## src/rtl/aes_dec_round_ctrl.sv

```systemverilog
// -----------------------------------------------------------------------------
// aes_dec_round_ctrl
//
// Iterative sequencer for a single-round AES-128 inverse-cipher datapath.
// A ciphertext block is accepted and whitened with round key NR. The external
// combinational round unit (invShiftRows, invSubBytes, AddRoundKey,
// invMixColumns with final-round bypass) is then applied NR times with round
// keys NR-1 down to 0. The plaintext is returned over a valid/ready handshake.
//
// Optional feature: define AES_DEC_CTRL_KEYSTALL_EN to add an rk_valid input.
// While rk_valid is low in LOAD/ROUND the controller holds all state, so the
// key store may take extra cycles to answer. Without the macro, rk_data is
// taken as valid every cycle.
//
// Ports:
//   clk        rising-edge clock
//   reset      asynchronous, active-high reset
//   in_valid   ciphertext block offered
//   in_ready   controller can accept a block (IDLE, or DONE with out_ready)
//   in_data    ciphertext, byte 0 at [127:120], column-major
//   out_valid  plaintext available (DONE)
//   out_ready  consumer accepts plaintext
//   out_data   plaintext, zero whenever out_valid is low
//   rk_idx     round-key index requested this cycle (0 when not busy)
//   rk_data    round key for rk_idx, same cycle
//   rk_valid   (AES_DEC_CTRL_KEYSTALL_EN only) rk_data is valid this cycle
//   ru_state   state fed to the round unit
//   ru_key     key fed to the round unit (rk_data passed through)
//   ru_final   round-unit final-round select (last round only)
//   ru_result  round-unit output
//   busy       high in LOAD or ROUND
// -----------------------------------------------------------------------------
module aes_dec_round_ctrl #(
    parameter int unsigned NR     = 10,
    parameter int unsigned KIDX_W = 4
) (
    input  logic              clk,
    input  logic              reset,
    input  logic              in_valid,
    output logic              in_ready,
    input  logic [127:0]      in_data,
    output logic              out_valid,
    input  logic              out_ready,
    output logic [127:0]      out_data,
    output logic [KIDX_W-1:0] rk_idx,
    input  logic [127:0]      rk_data,
`ifdef AES_DEC_CTRL_KEYSTALL_EN
    input  logic              rk_valid,
`endif
    output logic [127:0]      ru_state,
    output logic [127:0]      ru_key,
    output logic              ru_final,
    input  logic [127:0]      ru_result,
    output logic              busy
);

    typedef enum logic [1:0] {
        ST_IDLE  = 2'd0,
        ST_LOAD  = 2'd1,
        ST_ROUND = 2'd2,
        ST_DONE  = 2'd3
    } state_e;

    localparam logic [KIDX_W-1:0] KIDX_LAST = KIDX_W'(NR);
    localparam logic [KIDX_W-1:0] KIDX_FIRST_ROUND = KIDX_W'(NR - 1);

    state_e              fsm_q, fsm_d;
    logic [127:0]        state_reg_q, state_reg_d;
    logic [KIDX_W-1:0]   cnt_q, cnt_d;
    logic                key_ok;

`ifdef AES_DEC_CTRL_KEYSTALL_EN
    assign key_ok = rk_valid;
`else
    assign key_ok = 1'b1;
`endif

    // The round unit always sees the working state and the fetched key.
    assign ru_state = state_reg_q;
    assign ru_key   = rk_data;

    // NOTE: every variable this block writes gets a default first, so no path
    // leaves one unassigned and no latch is inferred.
    always_comb begin
        fsm_d       = fsm_q;
        state_reg_d = state_reg_q;
        cnt_d       = cnt_q;
        in_ready    = 1'b0;
        out_valid   = 1'b0;
        out_data    = '0;
        rk_idx      = '0;
        ru_final    = 1'b0;
        busy        = 1'b0;

        unique case (fsm_q)
            ST_IDLE: begin
                in_ready = 1'b1;
                if (in_valid) begin
                    state_reg_d = in_data;
                    fsm_d       = ST_LOAD;
                end
            end

            ST_LOAD: begin
                busy   = 1'b1;
                rk_idx = KIDX_LAST;
                // Initial whitening with the last round key.
                if (key_ok) begin
                    state_reg_d = state_reg_q ^ rk_data;
                    cnt_d       = KIDX_FIRST_ROUND;
                    fsm_d       = ST_ROUND;
                end
            end

            ST_ROUND: begin
                busy     = 1'b1;
                rk_idx   = cnt_q;
                ru_final = (cnt_q == '0);
                if (key_ok) begin
                    state_reg_d = ru_result;
                    // Decrement only while nonzero; cnt never wraps.
                    if (cnt_q != '0) begin
                        cnt_d = cnt_q - 1'b1;
                    end else begin
                        fsm_d = ST_DONE;
                    end
                end
            end

            ST_DONE: begin
                out_valid = 1'b1;
                out_data  = state_reg_q;
                // Handing off the result frees the register the same cycle,
                // so a waiting block can be taken back-to-back.
                if (out_ready) begin
                    in_ready = 1'b1;
                    if (in_valid) begin
                        state_reg_d = in_data;
                        fsm_d       = ST_LOAD;
                    end else begin
                        fsm_d = ST_IDLE;
                    end
                end
            end

            default: begin
                fsm_d = ST_IDLE;
            end
        endcase
    end

    // NOTE: sequential state uses non-blocking assignments so every flop
    // samples its _d value from before the edge, independent of statement order.
    // NOTE: the 128-bit state register is reset as well. It feeds ru_state
    // directly, and a reset mid-block must leave no trace of the discarded data.
    always_ff @(posedge clk or posedge reset) begin
        if (reset) begin
            fsm_q       <= ST_IDLE;
            state_reg_q <= '0;
            cnt_q       <= '0;
        end else begin
            fsm_q       <= fsm_d;
            state_reg_q <= state_reg_d;
            cnt_q       <= cnt_d;
        end
    end

endmodule
```

## config.mk

```make
export PLATFORM = sky130hd
export DESIGN_NAME = aes_dec_round_ctrl
export DESIGN_NICKNAME = d
export VERILOG_FILES = /design/src/rtl/aes_dec_round_ctrl.sv
export SDC_FILE = /design/constraint.sdc
export NUM_CORES = 1
export LEC_CHECK = 0
export ABC_AREA = 1
export ABC_CLOCK_PERIOD_IN_PS = 4000
export CAP_MARGIN = 40
export CORE_AREA = 2 2 307 309
export CTS_CLUSTER_SIZE = 8
export DETAILED_ROUTE_END_ITERATION = 7
export DIE_AREA = 0 0 309 311
export PLACE_DENSITY = 0.41
export REMOVE_ABC_BUFFERS = 1
export SYNTH_ARGS = -nofsm -noshare
export SYNTH_HDL_FRONTEND = slang
export SYNTH_SLANG_ARGS = --single-unit
```

## constraint.sdc

```tcl
create_clock -name clk -period 4 [get_ports clk]
set_input_delay 0.4 -clock clk [delete_from_list [all_inputs] [get_ports clk]]
set_output_delay 0.4 -clock clk [all_outputs]
set_load 0.05 [all_outputs]
```

==> run_results.csv <==
group,metric,value,unit
timing,rsz0062_at_grt,"no",
cts,numCtsBuffers,17,
final_layout,nets,3079,
worst_hold_path,hp-class,"in2async",
setup_path,end_kind,"output port",
global_routing,grt_pass1_vias,13800,
setup_path,required,3600,ps
global_routing,antenna_found_initial,8,
synth,synth_xor_area_share,0.0719,%
pwr,power.leakage,10.5,nW
cts,post-cts-setup-buffers,0,
setup_path,crit_fanout,43,
timing,skew,13.6,ps
setup_path,endpoint,"out_data[101]",
timing,setup_viol,0,
cts,cts_buffer_depth,2,
cts,root_buffer,"clkbuf_16",
placed_design,pre_cts_slack,999,ps
flow_run,maxCapViolations,0,
synth,ys_seq_area_share,27.5,%
routing,top_layer_used,"met5",
die,coreArea,92800,um2
timing,setup_ws,580,ps
timing,layout_min_cycle_time,3420,ps
die,dieArea,96100,um2
cts,cts-htree-levels,4,
routing,wl_met2,32600,um
cts,cts.repair.resized,0,
timing,max-slew-margin-rel,38.4,%
die,die_h,311,um
synth,yosysUniqueCellTypes,17,
placed_design,place_hpwl,49300,um
setup_path,crit_slowest_cell,"clkdlybuf4s50_1",
routing,drt-met1-wl,26300,um
routing,vias,14200,
synth,synthAdderAreaFrac,0.616,%
synth,avgSynthCellArea,5.82,um2
routing,drt_iter0_drc,516,
setup_path,crit_arrival,3020,ps
status,status,"completed",
cts,insertion_delay,470,ps
pwr,p_per_area,897,nW/um2
cts,cts.sinks,134,
setup_path,rr_startpoint,"fsm_q[0]",
global_routing,grt-ovfl-total,0,
timing,tightest_slew,924,ps
final_layout,drive_gt1_share,7.08,%
timing,fmax,292,MHz
synth,synth_top_family_by_area,"simple AND/OR/NAND/NOR gates",
global_routing,grt_usage,13.0,%
setup_path,startpoint_type,"flip-flop",
cts,cts_tree,"yes",
die,start_util,13.1,%
synth,yosys.area_share.simple,41.9,%
synth,synth_compound_area_share,5.62,%
die,rows,112,
synth,muxShareOfSynthArea,0,%
final_layout,mostFrequentLayoutCell,"nand2_1",
setup_path,reg2reg_depth,8,
setup_path,worstSetupStartpoint,"fsm_q[0]",
global_routing,grt_pass1_wl,93300,um
setup_path,critPathBufInv,2,
cts,clk_pin_slew,70,ps
setup_path,r2r-end,"ru_state[34]",
routing,routed_wirelength,64400,um
synth,ys_seq_elements,134,
routing,drc_errors,0,
setup_path,critical_path_class,"reg2out",
placed_design,io_buffers,779,
final_layout,fin_util,22.7,%
timing,timing.final.max_slew_violations,0,
setup_path,r2r_slack,1240,ps
die,io-pin-count,780,
cts,hold_buffers,0,
final_layout,final_cell_mix,"nand2_1, clkdlybuf4s50_1, inv_1",
setup_path,cpPeakStageDelay,880,ps
routing,dr_wl_met3,4270,um
final_layout,areaGrowthSynthToFinish,72.6,%
routing,wl_per_cell,16.3,um
global_routing,grt_max_degree,129,
setup_path,worstSetupPathDepth,4,
die,die_w,309,um
routing,viasPerCell,3.60,
placed_design,place_congestion,0.797,
pwr,irDropWorstVdd,0.666,mV
routing,first_pass_iters,5,
timing,layout_worst_path_cycle_share,85.5,%
synth,syn_area,12200,um2
synth,synth_warnings,0,
timing,hold_viol_final,0,
setup_path,path_cells,"ha_4 > nand2_1 > inv_1 > clkdlybuf4s50_1",
setup_path,path_delay_family,"buffers and inverters",
synth,synthCells,2093,
routing,detail-route-antenna-nets,0,
## cell families (layout without fill, tap and decap cells)
logic type	Yosys count	in the layout
adders and majority gates	6	6
other	0	6
buffers and inverters	630	1235
DFF	134	134
AOI/OAI and AO/OA	136	136
xor gates and xnor gates	1	1
and+or+nand+nor	1186	1186
## flip-flops by register name, indices dropped and copies added (netlist names)
name      count
ru_state    128
cnt_q         4
fsm_q         2
## per-layer routing
metal / global-route usage, % / up-vias
li1: - / 7303
met1: 14.8 / 6423
met2: 23.6 / 446
met3: 3.79 / 52
met4: 3.25 / 6
met5: 0 / -
## metrics by stage
stage | cells | power (mW) | setup TNS [ps] | cell area, um2 | hold WS [ps]
4_1_cts | 3952 | 19.3 | 0 | 21000 | 437
6_report | 3958 | 18.9 | 0 | 21000 | 446
2_1_floorplan | 1865 | 12.0 | -517660 | 10700 | 474
3_3_place_gp | 3920 | 17.5 | 0 | 20400 | 505
5_1_grt | 3954 | 20.5 | 0 | 21000 | 474
3_5_place_dp | 3920 | 17.5 | 0 | 20400 | 503
## Yosys cell counts
| cell | instances | area, um2 |
|---|---|---|
| dfrtp_1 | 134 | 3350 |
| xnor2_1 | 1 | 8.76 |
| nand3b_1 | 1 | 7.51 |
| buf_2 | 51 | 255 |
| or2_2 | 128 | 801 |
| nand2_1 | 791 | 2970 |
| inv_2 | 3 | 11.3 |
| nand3_1 | 262 | 1310 |
| nor2_1 | 4 | 15.0 |
| buf_4 | 142 | 1070 |
| a21oi_1 | 131 | 656 |
| ha_1 | 6 | 75.1 |
| inv_1 | 399 | 1500 |
| o21ai_0 | 4 | 20.0 |
| buf_1 | 10 | 37.5 |
| clkbuf_1 | 25 | 93.8 |
| a21oi_2 | 1 | 8.76 |
## power breakdown
group	internal, mW	switching (mW)
sequential	2.11	1.18
clock	0.897	0.770
combinational	4.69	9.22
## cell type report
| class | instances | area (um2) |
|---|---|---|
| Fill cell | 10500 | 71700 |
| Timing Repair Buffer | 801 | 8080 |
| Multi-Input combinational cell | 1329 | 5930 |
| Sequential cell | 134 | 3350 |
| Tap cell | 1254 | 1570 |
| Inverter | 402 | 1520 |
| Clock buffer | 20 | 457 |
| Clock inverter | 12 | 119 |
| Antenna cell | 6 | 15.0 |
## worst min path at each step
| stage | start | end | slack, ps | depth (start not counted) |
|---|---|---|---|---|
| final | reset | ru_state[44] | 450 | 2 |
| after global routing | reset | ru_state[44] | 470 | 2 |
| after CTS | reset | ru_state[61] | 440 | 2 |
| after detailed placement | cnt_q[0] | cnt_q[0] | 500 | 2 |
| after global placement | cnt_q[1] | cnt_q[1] | 500 | 2 |
| after floorplan | cnt_q[0] | cnt_q[0] | 470 | 2 |
Power figures use the tool's default switching activity.
